==> src/rtl/pipe_ctrl.sv <==
// Pipeline register sequencer: turns hazard stall/flush and dmem wait into per-stage enable/flush strobes.
// Optional performance counters (stall/flush event counts) are built when PIPE_PERF_EN is defined.
module pipe_ctrl #(
  parameter int unsigned BOOT_CYCLES  = 2,
  parameter int unsigned FLUSH_CYCLES = 1
`ifdef PIPE_PERF_EN
  ,
  parameter int unsigned CNT_WIDTH    = 32
`endif
) (
  input  logic       clk_in,
  input  logic       rst_n_in,
  input  logic       stall_in,
  input  logic       flush_in,
  input  logic       dmem_busy_in,
  output logic       pc_en_out,
  output logic       ifid_en_out,
  output logic       ifid_flush_out,
  output logic       idex_en_out,
  output logic       idex_flush_out,
  output logic       exmem_en_out,
  output logic       memwb_en_out,
  output logic [1:0] state_out
`ifdef PIPE_PERF_EN
  ,
  input  logic                 cnt_clr_in,
  output logic [CNT_WIDTH-1:0] stall_cnt_out,
  output logic [CNT_WIDTH-1:0] flush_cnt_out
`endif
);

  localparam int unsigned CW = 4;
  localparam logic [CW-1:0] BOOT_LOAD  = CW'(BOOT_CYCLES - 32'd1);
  // Only meaningful when the flush window spans more than the detection cycle.
  localparam logic [CW-1:0] FLUSH_LOAD = CW'(FLUSH_CYCLES - 32'd2);
  localparam logic          MULTI_FLUSH = (FLUSH_CYCLES > 32'd1);

  typedef enum logic [1:0] {
    ST_BOOT  = 2'd0,
    ST_RUN   = 2'd1,
    ST_FLUSH = 2'd2
  } state_t;

  state_t        state, state_nx;
  logic [CW-1:0] cnt, cnt_nx;

  // State and window counter register.
  always_ff @(posedge clk_in or negedge rst_n_in) begin
    if (!rst_n_in) begin
      state <= ST_BOOT;
      cnt   <= BOOT_LOAD;
    end else begin
      state <= state_nx;
      cnt   <= cnt_nx;
    end
  end

  // Next state and same-cycle strobes; dmem wait freezes everything outside BOOT.
  always_comb begin
    state_nx       = state;
    cnt_nx         = cnt;
    pc_en_out      = 1'b0;
    ifid_en_out    = 1'b0;
    ifid_flush_out = 1'b0;
    idex_en_out    = 1'b0;
    idex_flush_out = 1'b0;
    exmem_en_out   = 1'b0;
    memwb_en_out   = 1'b0;

    case (state)
      ST_BOOT: begin
        ifid_flush_out = 1'b1;
        idex_flush_out = 1'b1;
        if (cnt == '0) begin
          state_nx = ST_RUN;
        end else begin
          cnt_nx = cnt - CW'(1);
        end
      end

      ST_RUN: begin
        if (!dmem_busy_in) begin
          exmem_en_out = 1'b1;
          memwb_en_out = 1'b1;
          idex_en_out  = 1'b1;
          if (flush_in) begin
            pc_en_out      = 1'b1;
            ifid_en_out    = 1'b1;
            ifid_flush_out = 1'b1;
            idex_flush_out = 1'b1;
            if (MULTI_FLUSH) begin
              state_nx = ST_FLUSH;
              cnt_nx   = FLUSH_LOAD;
            end
          end else if (stall_in) begin
            // Hold PC and IF/ID, inject a bubble into ID/EX.
            idex_flush_out = 1'b1;
          end else begin
            pc_en_out   = 1'b1;
            ifid_en_out = 1'b1;
          end
        end
      end

      ST_FLUSH: begin
        if (!dmem_busy_in) begin
          pc_en_out      = 1'b1;
          ifid_en_out    = 1'b1;
          ifid_flush_out = 1'b1;
          idex_en_out    = 1'b1;
          idex_flush_out = flush_in;
          exmem_en_out   = 1'b1;
          memwb_en_out   = 1'b1;
          if (flush_in) begin
            cnt_nx = FLUSH_LOAD;
          end else if (cnt == '0) begin
            state_nx = ST_RUN;
          end else begin
            cnt_nx = cnt - CW'(1);
          end
        end
      end

      default: begin
        state_nx = ST_BOOT;
        cnt_nx   = BOOT_LOAD;
      end
    endcase
  end

  assign state_out = state;

`ifdef PIPE_PERF_EN
  logic stall_evt;
  logic flush_evt;

  assign stall_evt = (state == ST_RUN) && !dmem_busy_in && stall_in && !flush_in;
  assign flush_evt = ((state == ST_RUN) || (state == ST_FLUSH)) && !dmem_busy_in && flush_in;

  // Saturating event counters; clear wins over increment.
  always_ff @(posedge clk_in or negedge rst_n_in) begin
    if (!rst_n_in) begin
      stall_cnt_out <= '0;
      flush_cnt_out <= '0;
    end else if (cnt_clr_in) begin
      stall_cnt_out <= '0;
      flush_cnt_out <= '0;
    end else begin
      if (stall_evt && (stall_cnt_out != '1)) begin
        stall_cnt_out <= stall_cnt_out + CNT_WIDTH'(1);
      end
      if (flush_evt && (flush_cnt_out != '1)) begin
        flush_cnt_out <= flush_cnt_out + CNT_WIDTH'(1);
      end
    end
  end
`endif

endmodule
==> config.mk <==
export PLATFORM = sky130hd
export DESIGN_NAME = pipe_ctrl
export DESIGN_NICKNAME = d
export VERILOG_FILES = /design/src/rtl/pipe_ctrl.sv
export SDC_FILE = /design/constraint.sdc
export NUM_CORES = 1
export LEC_CHECK = 0
export CELL_PAD_IN_SITES_DETAIL_PLACEMENT = 0
export CELL_PAD_IN_SITES_GLOBAL_PLACEMENT = 1
export CORE_AREA = 4 4 41 43
export CTS_BUF_LIST = sky130_fd_sc_hd__clkbuf_8
export DETAILED_ROUTE_END_ITERATION = 10
export DIE_AREA = 0 0 45 47
export GPL_TIMING_DRIVEN = 0
export HOLD_SLACK_MARGIN = 0.02
export PLACE_DENSITY = 0.65
export SLEW_MARGIN = 20
export SYNTH_ARGS = -nofsm -noshare
export SYNTH_HDL_FRONTEND = slang
export SYNTH_SLANG_ARGS = --single-unit
==> constraint.sdc <==
create_clock -name clk_in -period 3.2 [get_ports clk_in]
set_clock_uncertainty 0.05 [all_clocks]
set_input_delay 0.48 -clock clk_in [delete_from_list [all_inputs] [get_ports clk_in]]
set_output_delay 0.48 -clock clk_in [all_outputs]
set_load 0.05 [all_outputs]
==> flow_metrics.env <==
export IMPL_hp_class="in -> async"
export IMPL_grt_pass1_wl_um=938
export IMPL_yosysSeqAreaShare_pct=39.6
export IMPL_fp_dieW_um=45
export IMPL_period_share_pct=88.4
export IMPL_rsz0062_at_grt="false"
export IMPL_cts_tree="built"
export IMPL_place_area_um2=458
export IMPL_netlist_area_um2=319
export IMPL_drt_total_wl_um=594
export IMPL_path_cells="clkdlybuf4s50_1 > and2b_1 > a21boi_1 > buf_4 > clkdlybuf4s50_1"
export IMPL_pin_count=14
export IMPL_synth_area_per_cell_um2=9.67
export IMPL_rrSetupSlack_ps=1740
export IMPL_clk_pin_slew_worst_paths_ps=40
export IMPL_max_vdd_ir_drop_uv=244
export IMPL_clock_latency_ps=220
export IMPL_post_cts_buffers=0
export IMPL_ant_nets=0
export IMPL_finalNetCount=57
export IMPL_setup_violations=0
export IMPL_cts_sinks=5
export IMPL_synth_largest_area_cell="dfrtp_1"
export IMPL_path_common_cell="clkdlybuf4s50_1"
export IMPL_avgRoutedWirePerCell_um=9.28
export IMPL_ctsRootBufferMaster="clkbuf_8"
export IMPL_slew_violations=0
export IMPL_critPathCaptureType="output pin"
export IMPL_syn_inst=33
export IMPL_final_area_um2=504
export IMPL_min_period_ps=2830
export IMPL_grt_pass1_vias=245
export IMPL_ctsHtreeMaxLevel=1
export IMPL_yosysTopAreaCellShare_pct=31.4
export IMPL_arrival_ps=2300
export IMPL_synth_cell_types=19
export IMPL_rr_startpoint="cnt[0]"
export IMPL_outcome="completed"
export IMPL_grt_util_all_layers_pct=6.68
export IMPL_synth_seq_cells=5
export IMPL_cts_buffer_depth=2
export IMPL_required_ps=2670
export IMPL_reg2reg_depth=4
export IMPL_num_antenna_cells=0
export IMPL_fp_row_count=13
export IMPL_p_leak_nw=0.215
export IMPL_maxCapViolations=0
export IMPL_cts_inserted_buffers=3
export IMPL_coreArea_um2=1300
export IMPL_syn_nets=40
export IMPL_synth_area_leaders="dfrtp_1 (31%), buf_4 (9.4%), dfstp_2 (8.2%)"
export IMPL_critPathLaunchType="input pin"
export IMPL_final_setup_tns_ps=0
export IMPL_grt_max_degree=8
export IMPL_drc_errors=0
export IMPL_power_density_nw_per_um2=442
export IMPL_start_util_pct=24.5
export IMPL_dr_total_vias=257
export IMPL_hold_viol_final=0
export IMPL_via_per_inst=4.02
export IMPL_die_area_um2=2120
export IMPL_cp_slowest_stage_delay_ps=790
export IMPL_hold_buffers=0
export IMPL_gp_congestion=0.666
export IMPL_cts_resized_gates=0
export IMPL_dp_hpwl_um=481
export IMPL_drt_iter0_markers=5
export IMPL_final_common_cell="clkdlybuf4s50_1"
export IMPL_max_freq_mhz=353
export IMPL_crit_path_max_fanout=4
export IMPL_drive_above_1_share_pct=26.5
export IMPL_most_common_layout_cells="clkdlybuf4s50_1 (12), inv_1 (5), buf_4 (4), dfrtp_1 (4)"
export IMPL_slowest_stage="clkdlybuf4s50_1"
export IMPL_yosys_warnings=0
export IMPL_port_buffer_count=12
export IMPL_grt_antenna_before_repair=0
export IMPL_die_h_um=47
export IMPL_path_class="in -> out"
export IMPL_r2r_end="cnt[1]"
export IMPL_area_growth_pct=58.0
export IMPL_grt_ovfl_total=0
export IMPL_dr_pass1_iters=2
[power by group]
group          internal (mW)  total [mW]  leakage, nW  switching (mW)
Clock                 0.0836       0.115       0.0255          0.0317
Combinational         0.0171      0.0441        0.128          0.0270
Sequential            0.0636      0.0636       0.0610               0
[cell families (layout without fill, tap and decap cells)]
kind of cell / after synthesis / in the layout / share of synthesized area [%]
AOI/OAI and AO/OA: 6 / 6 / 12.5
buffers and inverters: 10 / 26 / 16.5
xor gates and xnor gates: 1 / 1 / 2.75
DFF: 5 / 5 / 39.6
and+or+nand+nor: 6 / 6 / 11.8
adders and majority gates: 2 / 2 / 7.84
other: 1 / 1 / 1.18
muxes: 2 / 2 / 7.84
[synthesized netlist by cell type]
cell type	n
a21boi_1	1
nor2_1	2
inv_2	1
o21ai_0	3
xnor2_1	1
nand2_1	1
ha_1	2
nor2b_1	1
conb_1	1
buf_4	4
mux2_4	1
and2b_1	1
inv_1	5
a31oi_2	1
nor4_2	1
a21oi_1	1
dfrtp_1	4
dfstp_2	1
mux2i_1	1
[how the worst max path moves through the flow]
stage	start	to	slack, ps	cells past startpoint
floorplan	state_out[0]	pc_en_out	200	3
global placement	dmem_busy_in	pc_en_out	380	5
detailed placement	dmem_busy_in	pc_en_out	370	5
CTS	dmem_busy_in	pc_en_out	360	5
global route	dmem_busy_in	pc_en_out	290	5
finish	dmem_busy_in	pc_en_out	370	5
[metrics by stage]
stage | utilization, % | hold WS, ps | total power [mW] | setup slack (ps) | std cells
2_1_floorplan | - | 134 | 0.0924 | 201 | 33
3_3_place_gp | 35.2 | 485 | 0.109 | 379 | 60
3_5_place_dp | 35.2 | 502 | 0.109 | 367 | 60
4_1_cts | 38.8 | 431 | 0.229 | 360 | 64
5_1_grt | 38.8 | 433 | 0.236 | 287 | 64
6_report | 38.8 | 429 | 0.223 | 370 | 64
[per-layer routing]
metal	GRT usage [%]	share of wire, %	vias to the layer above
met1	6.71	41	110
li1	-	-	132
met5	0	0	-
met3	3.83	14	0
met2	10.2	44	15
met4	5.26	0	0
[flip-flops by register name, indices dropped and copies added, names as in the netlist]
name       flops
cnt            4
state_out      1
[cell type report]
type	count	area, um^2
Multi-Input combinational cell	18	140
Tap cell	15	18.8
Sequential cell	5	126
Timing Repair Buffer	12	120
Fill cell	133	797
Clock buffer	3	41.3
Clock inverter	1	5.00
Buffer	4	30.0
Inverter	6	22.5
[critical path: cells and delay by family]
| kind | cells | cell delay, ps |
|---|---|---|
| buffers and inverters | 3 | 1360 |
| and+or+nand+nor | 1 | 260 |
| AOI/OAI and AO/OA | 1 | 210 |
No activity file was read; power rests on OpenSTA's default activity.
